===== config.mk =====
export PLATFORM = sky130hd
export DESIGN_NAME = eth_decap
export DESIGN_NICKNAME = d
export VERILOG_FILES = /design/src/rtl/eth_decap.sv
export SDC_FILE = /design/constraint.sdc
export NUM_CORES = 1
export LEC_CHECK = 0
export ABC_CLOCK_PERIOD_IN_PS = 2300
export BUFFER_PORTS_ARGS = -buffer_cell sky130_fd_sc_hd__clkbuf_2
export CORE_ASPECT_RATIO = 1.4
export CORE_MARGIN = 4
export CORE_UTILIZATION = 48
export CTS_BUF_LIST = sky130_fd_sc_hd__clkbuf_2 sky130_fd_sc_hd__clkbuf_4 sky130_fd_sc_hd__clkbuf_8
export DETAILED_ROUTE_END_ITERATION = 10
export GPL_ROUTABILITY_DRIVEN = 0
export GPL_TIMING_DRIVEN = 0
export MAX_ROUTING_LAYER = met4
export PLACE_DENSITY = 0.79
export SLEW_MARGIN = 20
export SYNTH_ARGS = -nofsm -noshare
export SYNTH_HDL_FRONTEND = slang
export SYNTH_SLANG_ARGS = --single-unit

===== constraint.sdc =====
create_clock -name clk156 -period 2.3 [get_ports clk156]
set_clock_uncertainty 0.2 [all_clocks]
set_input_delay 0.345 -clock clk156 [delete_from_list [all_inputs] [get_ports clk156]]
set_output_delay 0.345 -clock clk156 [all_outputs]
set_load 0.05 [all_outputs]

===== src/rtl/eth_decap.sv =====
// eth_decap: checks and strips the 16-byte encapsulation header from 10G MAC RX frames and
// steers the payload beats by tag into FIFO0/FIFO1. Define ETH_DECAP_MAC_FILTER_EN to filter on destination MAC.
module eth_decap #(
    parameter logic [15:0] ETHERTYPE = 16'h88B5,
    parameter logic [47:0] LOCAL_MAC = 48'h00_11_22_33_44_55,
    parameter int unsigned MAX_BEATS = 256
) (
    input  logic        clk156,
    input  logic        sys_rst_n,
    input  logic        s_axis_rx_tvalid,
    input  logic [63:0] s_axis_rx_tdata,
    input  logic [7:0]  s_axis_rx_tkeep,
    input  logic        s_axis_rx_tlast,
    input  logic        s_axis_rx_tuser,
    output logic        fifo0_wr_en,
    output logic [73:0] fifo0_din,
    input  logic        fifo0_full,
    input  logic        fifo0_prog_full,
    output logic        fifo1_wr_en,
    output logic [73:0] fifo1_din,
    input  logic        fifo1_full,
    input  logic        fifo1_prog_full,
    output logic [31:0] stat_frames,
    output logic [31:0] stat_drops,
    output logic        stat_overflow
);
    localparam int unsigned BW = $clog2(MAX_BEATS) + 1;
    localparam logic [BW-1:0] LAST_BEAT = BW'(MAX_BEATS - 1);

    typedef enum logic [1:0] {IDLE, HDR1, PAYLOAD, DROP} state_t;

    state_t        state;
    logic          dst_ok;
    logic          sel;
    logic [BW-1:0] beats;

    logic          dst_match;
`ifdef ETH_DECAP_MAC_FILTER_EN
    logic [47:0]   dst;
    always_comb begin
        dst = {s_axis_rx_tdata[7:0],   s_axis_rx_tdata[15:8],  s_axis_rx_tdata[23:16],
               s_axis_rx_tdata[31:24], s_axis_rx_tdata[39:32], s_axis_rx_tdata[47:40]};
        dst_match = (dst == LOCAL_MAC) || (dst == '1);
    end
`else
    logic          unused_local_mac;
    always_comb begin
        dst_match = 1'b1;
        unused_local_mac = ^LOCAL_MAC;
    end
`endif

    logic [15:0] ethertype;
    logic [7:0]  tag;
    logic        tag_pf;
    logic        accept;
    logic        sel_full;
    logic        cap;
    logic        w_last;
    logic        w_err;
    logic [73:0] word;

    always_comb begin
        ethertype = {s_axis_rx_tdata[39:32], s_axis_rx_tdata[47:40]};
        tag       = s_axis_rx_tdata[55:48];
        tag_pf    = tag[0] ? fifo1_prog_full : fifo0_prog_full;
        accept    = (ethertype == ETHERTYPE) && (tag[7:1] == '0) && dst_ok && !tag_pf;
        sel_full  = sel ? fifo1_full : fifo0_full;
        // An over-long frame is cut at its MAX_BEATS-th beat, which is marked last and bad.
        cap       = !s_axis_rx_tlast && (beats == LAST_BEAT);
        w_last    = s_axis_rx_tlast | cap;
        w_err     = (s_axis_rx_tlast & ~s_axis_rx_tuser) | cap;
        word      = {w_err, w_last, s_axis_rx_tkeep, s_axis_rx_tdata};
    end

    always_ff @(posedge clk156 or negedge sys_rst_n) begin
        if (!sys_rst_n) begin
            state         <= IDLE;
            dst_ok        <= 1'b0;
            sel           <= 1'b0;
            beats         <= '0;
            fifo0_wr_en   <= 1'b0;
            fifo0_din     <= '0;
            fifo1_wr_en   <= 1'b0;
            fifo1_din     <= '0;
            stat_frames   <= '0;
            stat_drops    <= '0;
            stat_overflow <= 1'b0;
        end else begin
            fifo0_wr_en <= 1'b0;
            fifo1_wr_en <= 1'b0;
            if (s_axis_rx_tvalid) begin
                unique case (state)
                    IDLE: begin
                        if (s_axis_rx_tlast) begin
                            stat_drops <= stat_drops + 1'b1;
                        end else begin
                            dst_ok <= dst_match;
                            state  <= HDR1;
                        end
                    end
                    HDR1: begin
                        if (s_axis_rx_tlast) begin
                            stat_drops <= stat_drops + 1'b1;
                            state      <= IDLE;
                        end else if (accept) begin
                            sel   <= tag[0];
                            beats <= '0;
                            state <= PAYLOAD;
                        end else begin
                            stat_drops <= stat_drops + 1'b1;
                            state      <= DROP;
                        end
                    end
                    PAYLOAD: begin
                        beats <= beats + 1'b1;
                        if (sel_full) begin
                            stat_overflow <= 1'b1;
                        end else if (sel) begin
                            fifo1_wr_en <= 1'b1;
                            fifo1_din   <= word;
                        end else begin
                            fifo0_wr_en <= 1'b1;
                            fifo0_din   <= word;
                        end
                        if (s_axis_rx_tlast) begin
                            state <= IDLE;
                            if (w_err) stat_drops  <= stat_drops + 1'b1;
                            else       stat_frames <= stat_frames + 1'b1;
                        end else if (cap) begin
                            stat_drops <= stat_drops + 1'b1;
                            state      <= DROP;
                        end
                    end
                    DROP: begin
                        if (s_axis_rx_tlast) state <= IDLE;
                    end
                    default: state <= IDLE;
                endcase
            end
        end
    end
endmodule

=== Word-level counts from Yosys, hierarchy flattened ===
Index checks and enable logic that the tools add are counted.

* Bits of input ports: 81
* Logic and storage cells: 81
* Flip-flop bits (word level): 228

* $add $sub $neg: 3
* Eq/ne operators: 13
* Reductions and logical operators: 19
* Muxes and demuxes: 27
* Bitwise operators: 8

{| class="wikitable"
|+ Operator list
! kind !! count
|-
| two-way mux 32 bit || 6
|-
| one-hot mux 32 bit (3 select lines) || 1
|-
| adder 32 x 1 -> 32 bit (second input constant) || 2
|-
| AND reduction 4 bit || 6
|-
| two-way mux 9 bit || 2
|-
| one-hot mux 9 bit (2 select lines) || 1
|-
| == test 16 bit (second input constant) || 1
|-
| two-way mux 1 bit || 11
|-
| two-way mux 2 bit || 5
|-
| inequality test 2 bit (second input constant) || 5
|-
| adder 9 x 1 -> 9 bit (second input constant) || 1
|-
| == test 9 x 8 -> 1 bit (second input constant) || 1
|-
| inequality test 3 bit (second input constant) || 3
|-
| one-hot mux 2 bit (4 select lines) || 1
|-
| zero test 7 bit || 1
|-
| AND reduction 3 bit || 2
|-
| AND reduction 6 bit || 1
|-
| inverter 1 bit || 5
|-
| == test 2 bit (second input constant) || 2
|-
| logical AND 1 bit || 4
|-
| nonzero test 3 bit || 1
|-
| == test 2 x 1 -> 1 bit (second input constant) || 1
|-
| zero test 1 bit || 2
|-
| zero test 2 bit || 1
|-
| 3 further kinds || 4
|}

=== Depth between registers and ports, before layout ===
* Depth after elaboration: 7
* Depth in mapped cells: 9
* Depth with buffers taken out: 9

=== Worst setup path before layout ===
OpenSTA, ideal clock, no wires.

* Path kind: register to register
* Start: register beats[0]
* End: register stat_drops[1]
* Period minus slack after synthesis: 2426 ps
* Buffers on the path: 0
* Cell stages (with the launch flop): 10
* Data arrival time: 2101 ps
* Setup slack: -126 ps
* Required time: 1975 ps
* Cell sequence: dfrtp_1 ha_1 nand3_1 nor3_1 ha_1 mux2_2 o22a_2 nand2_1 or2_2 mux2_2

* Longest elaborated chain between the ends: 5

{| class="wikitable"
|+ RTL lines
! element !! line !! RTL
|-
| start: declaration || 35 || <nowiki>logic [BW-1:0] beats;</nowiki>
|-
| start signal: assignment || 116 || <nowiki>beats <= beats + 1'b1;</nowiki>
|-
| == test 9 x 8 -> 1 bit * || 70 || <nowiki>cap = !s_axis_rx_tlast && (beats == LAST_BEAT);</nowiki>
|-
| logical AND 1 bit * || 70 ||
|-
| OR 1 bit || 72 || <nowiki>w_err = (s_axis_rx_tlast & ~s_axis_rx_tuser) | cap;</nowiki>
|-
| inequality test 3 bit (no line) || n/a ||
|-
| AND reduction 6 bit (no line) * || n/a ||
|-
| end signal: assignment || 96 || <nowiki>stat_drops <= stat_drops + 1'b1;</nowiki>
|-
| end signal: assignment || 104 || <nowiki>stat_drops <= stat_drops + 1'b1;</nowiki>
|-
| end signal: assignment || 111 || <nowiki>stat_drops <= stat_drops + 1'b1;</nowiki>
|-
| end: declaration || 24 || <nowiki>output logic [31:0] stat_drops,</nowiki>
|}

Every way passes the cells marked *; elsewhere a longest branch is shown, timed or not.
A chain may end at the register's enable or synchronous reset.

=== Worst setup path in the final report ===
* Start: register beats[0]
* End: register stat_drops[19]

The elaborated chain is that of the path after synthesis.

==> results.py <==
metrics = {
    "logic_synthesis": {
        "ys_types": 54,
        "ys_seq_area_share_pct": 59.8,
        "yosysMostFrequentCell": "nand2_1",
        "synthTopCellsByCount": "nand2_1, dfrtp_1, mux2_2",
        "ys.warnings.count": 0,
        "synthTopCellsByArea": "dfrtp_1, nand2_1, mux2_2",
        "yosysTopAreaCell": "dfrtp_1",
        "synth.avg_cell_area_um2": 11.1,
        "synth_area_um2": 9540,
        "synth_edf_count": 0,
        "ys_seq_elements": 228,
        "syn-num-nets": 942,
        "ys_async_sr_fraction_pct": 100,
        "synth_top_flop_cell": "dfrtp_1",
        "synthCells": 857,
        "synth_top_cell_area_share_pct": 59.8,
    },
    "setup_path": {
        "cp_max_fo": 7,
        "cp-start-kind": "register",
        "end_kind": "register",
        "crit_required_ns": 2.50,
        "cp_top_family": "flip-flops",
        "path_buf_inv": 1,
        "slowest_delay_ns": 0.42,
        "worst-setup-path-type": "reg -> reg",
        "cp_slowest_cell": "dfrtp_1",
        "path_cells": "ha_4 > nand3_4 > nor3_4 > ha_2 > mux2_4 > o22a_4 > nand4_1 > buf_6 > nor4_4 > xor2_1",
        "worstPathArrival_ns": 2.56,
    },
    "placement": {
        "place_ws_ns": -0.361,
        "placed_cell_area_um2": 11400,
        "portBuffers": 294,
        "place_inst": 1401,
        "dp_hpwl_mm": 19.2,
    },
    "power_and_ir_drop": {
        "peakVddDrop_v": 0.000942,
        "p_leak_nw": 7.28,
        "power_density_nw_per_um2": 1020,
    },
    "global_route": {
        "antenna_found_initial": 0,
        "overflow": 0,
        "grt_pass1_vias": 8692,
        "grt_max_degree": 86,
        "grt_first_pass_wirelength_mm": 46.0,
        "grt_usage_pct": 26.7,
    },
    "route": {
        "dr.pass1.iters": 5,
        "drc": 0,
        "drt-initial-drc-count": 501,
        "wl_mm": 30.0,
        "post_drt_wl_per_cell_um": 19.2,
        "num_vias": 8348,
        "drtAntennaViolNets": 0,
        "viasPerCell": 5.33,
    },
    "final_layout": {
        "seq_area_um2": 5710,
        "n_fill_cell": 1328,
        "area_growth_pct": 42.5,
        "diodes": 0,
        "drive_gt1_share_pct": 41.0,
        "final_area_um2": 13600,
        "final_cells": 1567,
        "nNetsFinal": 1378,
        "multi_input_area_um2": 4010,
    },
    "floorplanning": {
        "coreArea_um2": 19400,
        "num_rows": 60,
        "io_pins": 296,
        "die_x_um": 127,
        "die_y_um": 175,
        "die-area_um2": 22200,
        "start_util_pct": 49.2,
    },
    "outcome": {
        "violations": "setup timing",
        "status": "finished with violations",
    },
    "timing": {
        "grt_setup_unrepaired": "yes",
        "setup_slack_ns": -0.0619,
        "slew-limit-headroom_pct": 55.7,
        "min_period_ns": 2.36,
        "fmax_ghz": 0.423,
        "slew_violations": 0,
        "timing.setup.tns_ns": -0.461,
        "fin_crit_sh_pct": 103,
        "setup_violations": 13,
        "worst_pin_slew_ns": 0.663,
        "hold_violations": 0,
    },
    "clock_tree": {
        "insertion_delay_ns": 0.53,
        "cts_buffers": 37,
        "tritoncts": "done",
        "clk_pin_slew_ns": 0.07,
        "ctsLongestPathBuffers": 3,
        "clkSinkCount": 228,
        "cts-root-buf": "clkbuf_8",
        "h-tree-depth": 2,
    },
    "flow_run": {
        "cap_viol_max_count": 0,
    },
    "min_path": {
        "hp-class": "in -> reg",
    },
}
## placed cells by master, fill, tap and decap left out, drive strengths merged, types with 4 or more instances in the layout
master / instances
nor4b: 5
nor2: 24
clkinv: 4
nand2: 252
and3: 5
mux2: 76
a21oi: 9
buf: 54
xnor2: 19
xor2: 43
nand3: 28
dlygate4sd3: 76
inv: 14
clkbuf: 358
dfrtp: 228
nor4: 18
and4: 4
or3: 4
o21ai: 7
nor3b: 6
o2bb2ai: 6
nor3: 25
ha: 4
nand3b: 4
mux2i: 5
nand4: 15
## logic make-up (layout without fill, tap and decap cells)
kind of cell,Yosys count,count (layout),share of synthesized area [%]
compound gates,31,31,2.20
xor+xnor,62,62,5.69
fa+ha+maj,4,4,0.525
buf+inv,47,509,2.22
flops,228,228,59.8
mux,81,81,9.54
simple gates,404,404,20.0
## worst register-to-register path, stage by stage (launching register included)
cell     delay (ns)
dfrtp_1        0.42
ha_4           0.18
nand3_4        0.07
nor3_4         0.04
ha_2           0.20
mux2_4         0.28
o22a_4         0.31
nand4_1        0.13
buf_6          0.18
nor4_4         0.05
xor2_1         0.16
## where the power goes
part | internal (W) | switching [W] | leakage (nW)
Sequential | 0.00476 | 0.000565 | 3.00
Clock | 0.00208 | 0.00164 | 0.411
Combinational | 0.00114 | 0.00371 | 3.87
## layout make-up
class / instances / area share [%]
Sequential cell: 228 / 42.0
Multi-Input combinational cell: 582 / 29.5
Timing Repair Buffer: 398 / 18.5
Clock buffer: 58 / 5.23
Tap cell: 248 / 2.28
Buffer: 32 / 1.61
Clock inverter: 7 / 0.479
Inverter: 14 / 0.405
## final timing paths
kind / from / to / slack, ns / cells after the start
setup reg to reg: beats[0] / stat_drops[19] / -0.06 / 10
hold reg to reg: fifo0_din[40] / fifo0_din[40] / 0.27 / 2
max in group asynchronous: sys_rst_n / fifo0_din[71] / 0.89 / 3
setup / recovery: beats[0] / stat_drops[19] / -0.06 / 10
min in group asynchronous: sys_rst_n / stat_drops[19] / 0.20 / 2
hold / removal: s_axis_rx_tvalid / beats[8] / 0.14 / 4
## per-layer routing
layer,up-vias,track usage [%],share of wire (%)
li1,3768,-,-
met1,4104,30.4,37
met2,376,45.9,53
met3,100,5.05,5.9
met4,0,11.3,4.4
met5,-,-,0
## timing repair
action,CTS,global route
cloned,0,0
endpoints found under the hold margin,212,0
buffers inserted,14,12
pin swaps,12,27
resized for setup,44,45
setup endpoints to repair,158,77
hold buffers,76,0
## per-stage QoR
| stage | hold slack, ns | total power (W) | utilization (%) |
|---|---|---|---|
| floorplan | -0.151 | 0.00854 | - |
| global placement | 0.256 | 0.00976 | 58.6 |
| detailed placement | 0.186 | 0.00988 | 58.9 |
| CTS | 0.0640 | 0.0138 | 68.3 |
| global route | 0.158 | 0.0145 | 70.2 |
| finish | 0.137 | 0.0139 | 70.2 |
## flip-flops by register name (all words and copies together) (netlist names)
| register | count |
|---|---|
| fifo1_wr_en | 1 |
| fifo0_wr_en | 1 |
| dst_ok | 1 |
| fifo1_din | 74 |
| sel | 1 |
| fifo0_din | 74 |
| stat_drops | 32 |
| stat_frames | 32 |
| stat_overflow | 1 |
| state | 2 |
| beats | 9 |
(Power assumes the default switching activity.)
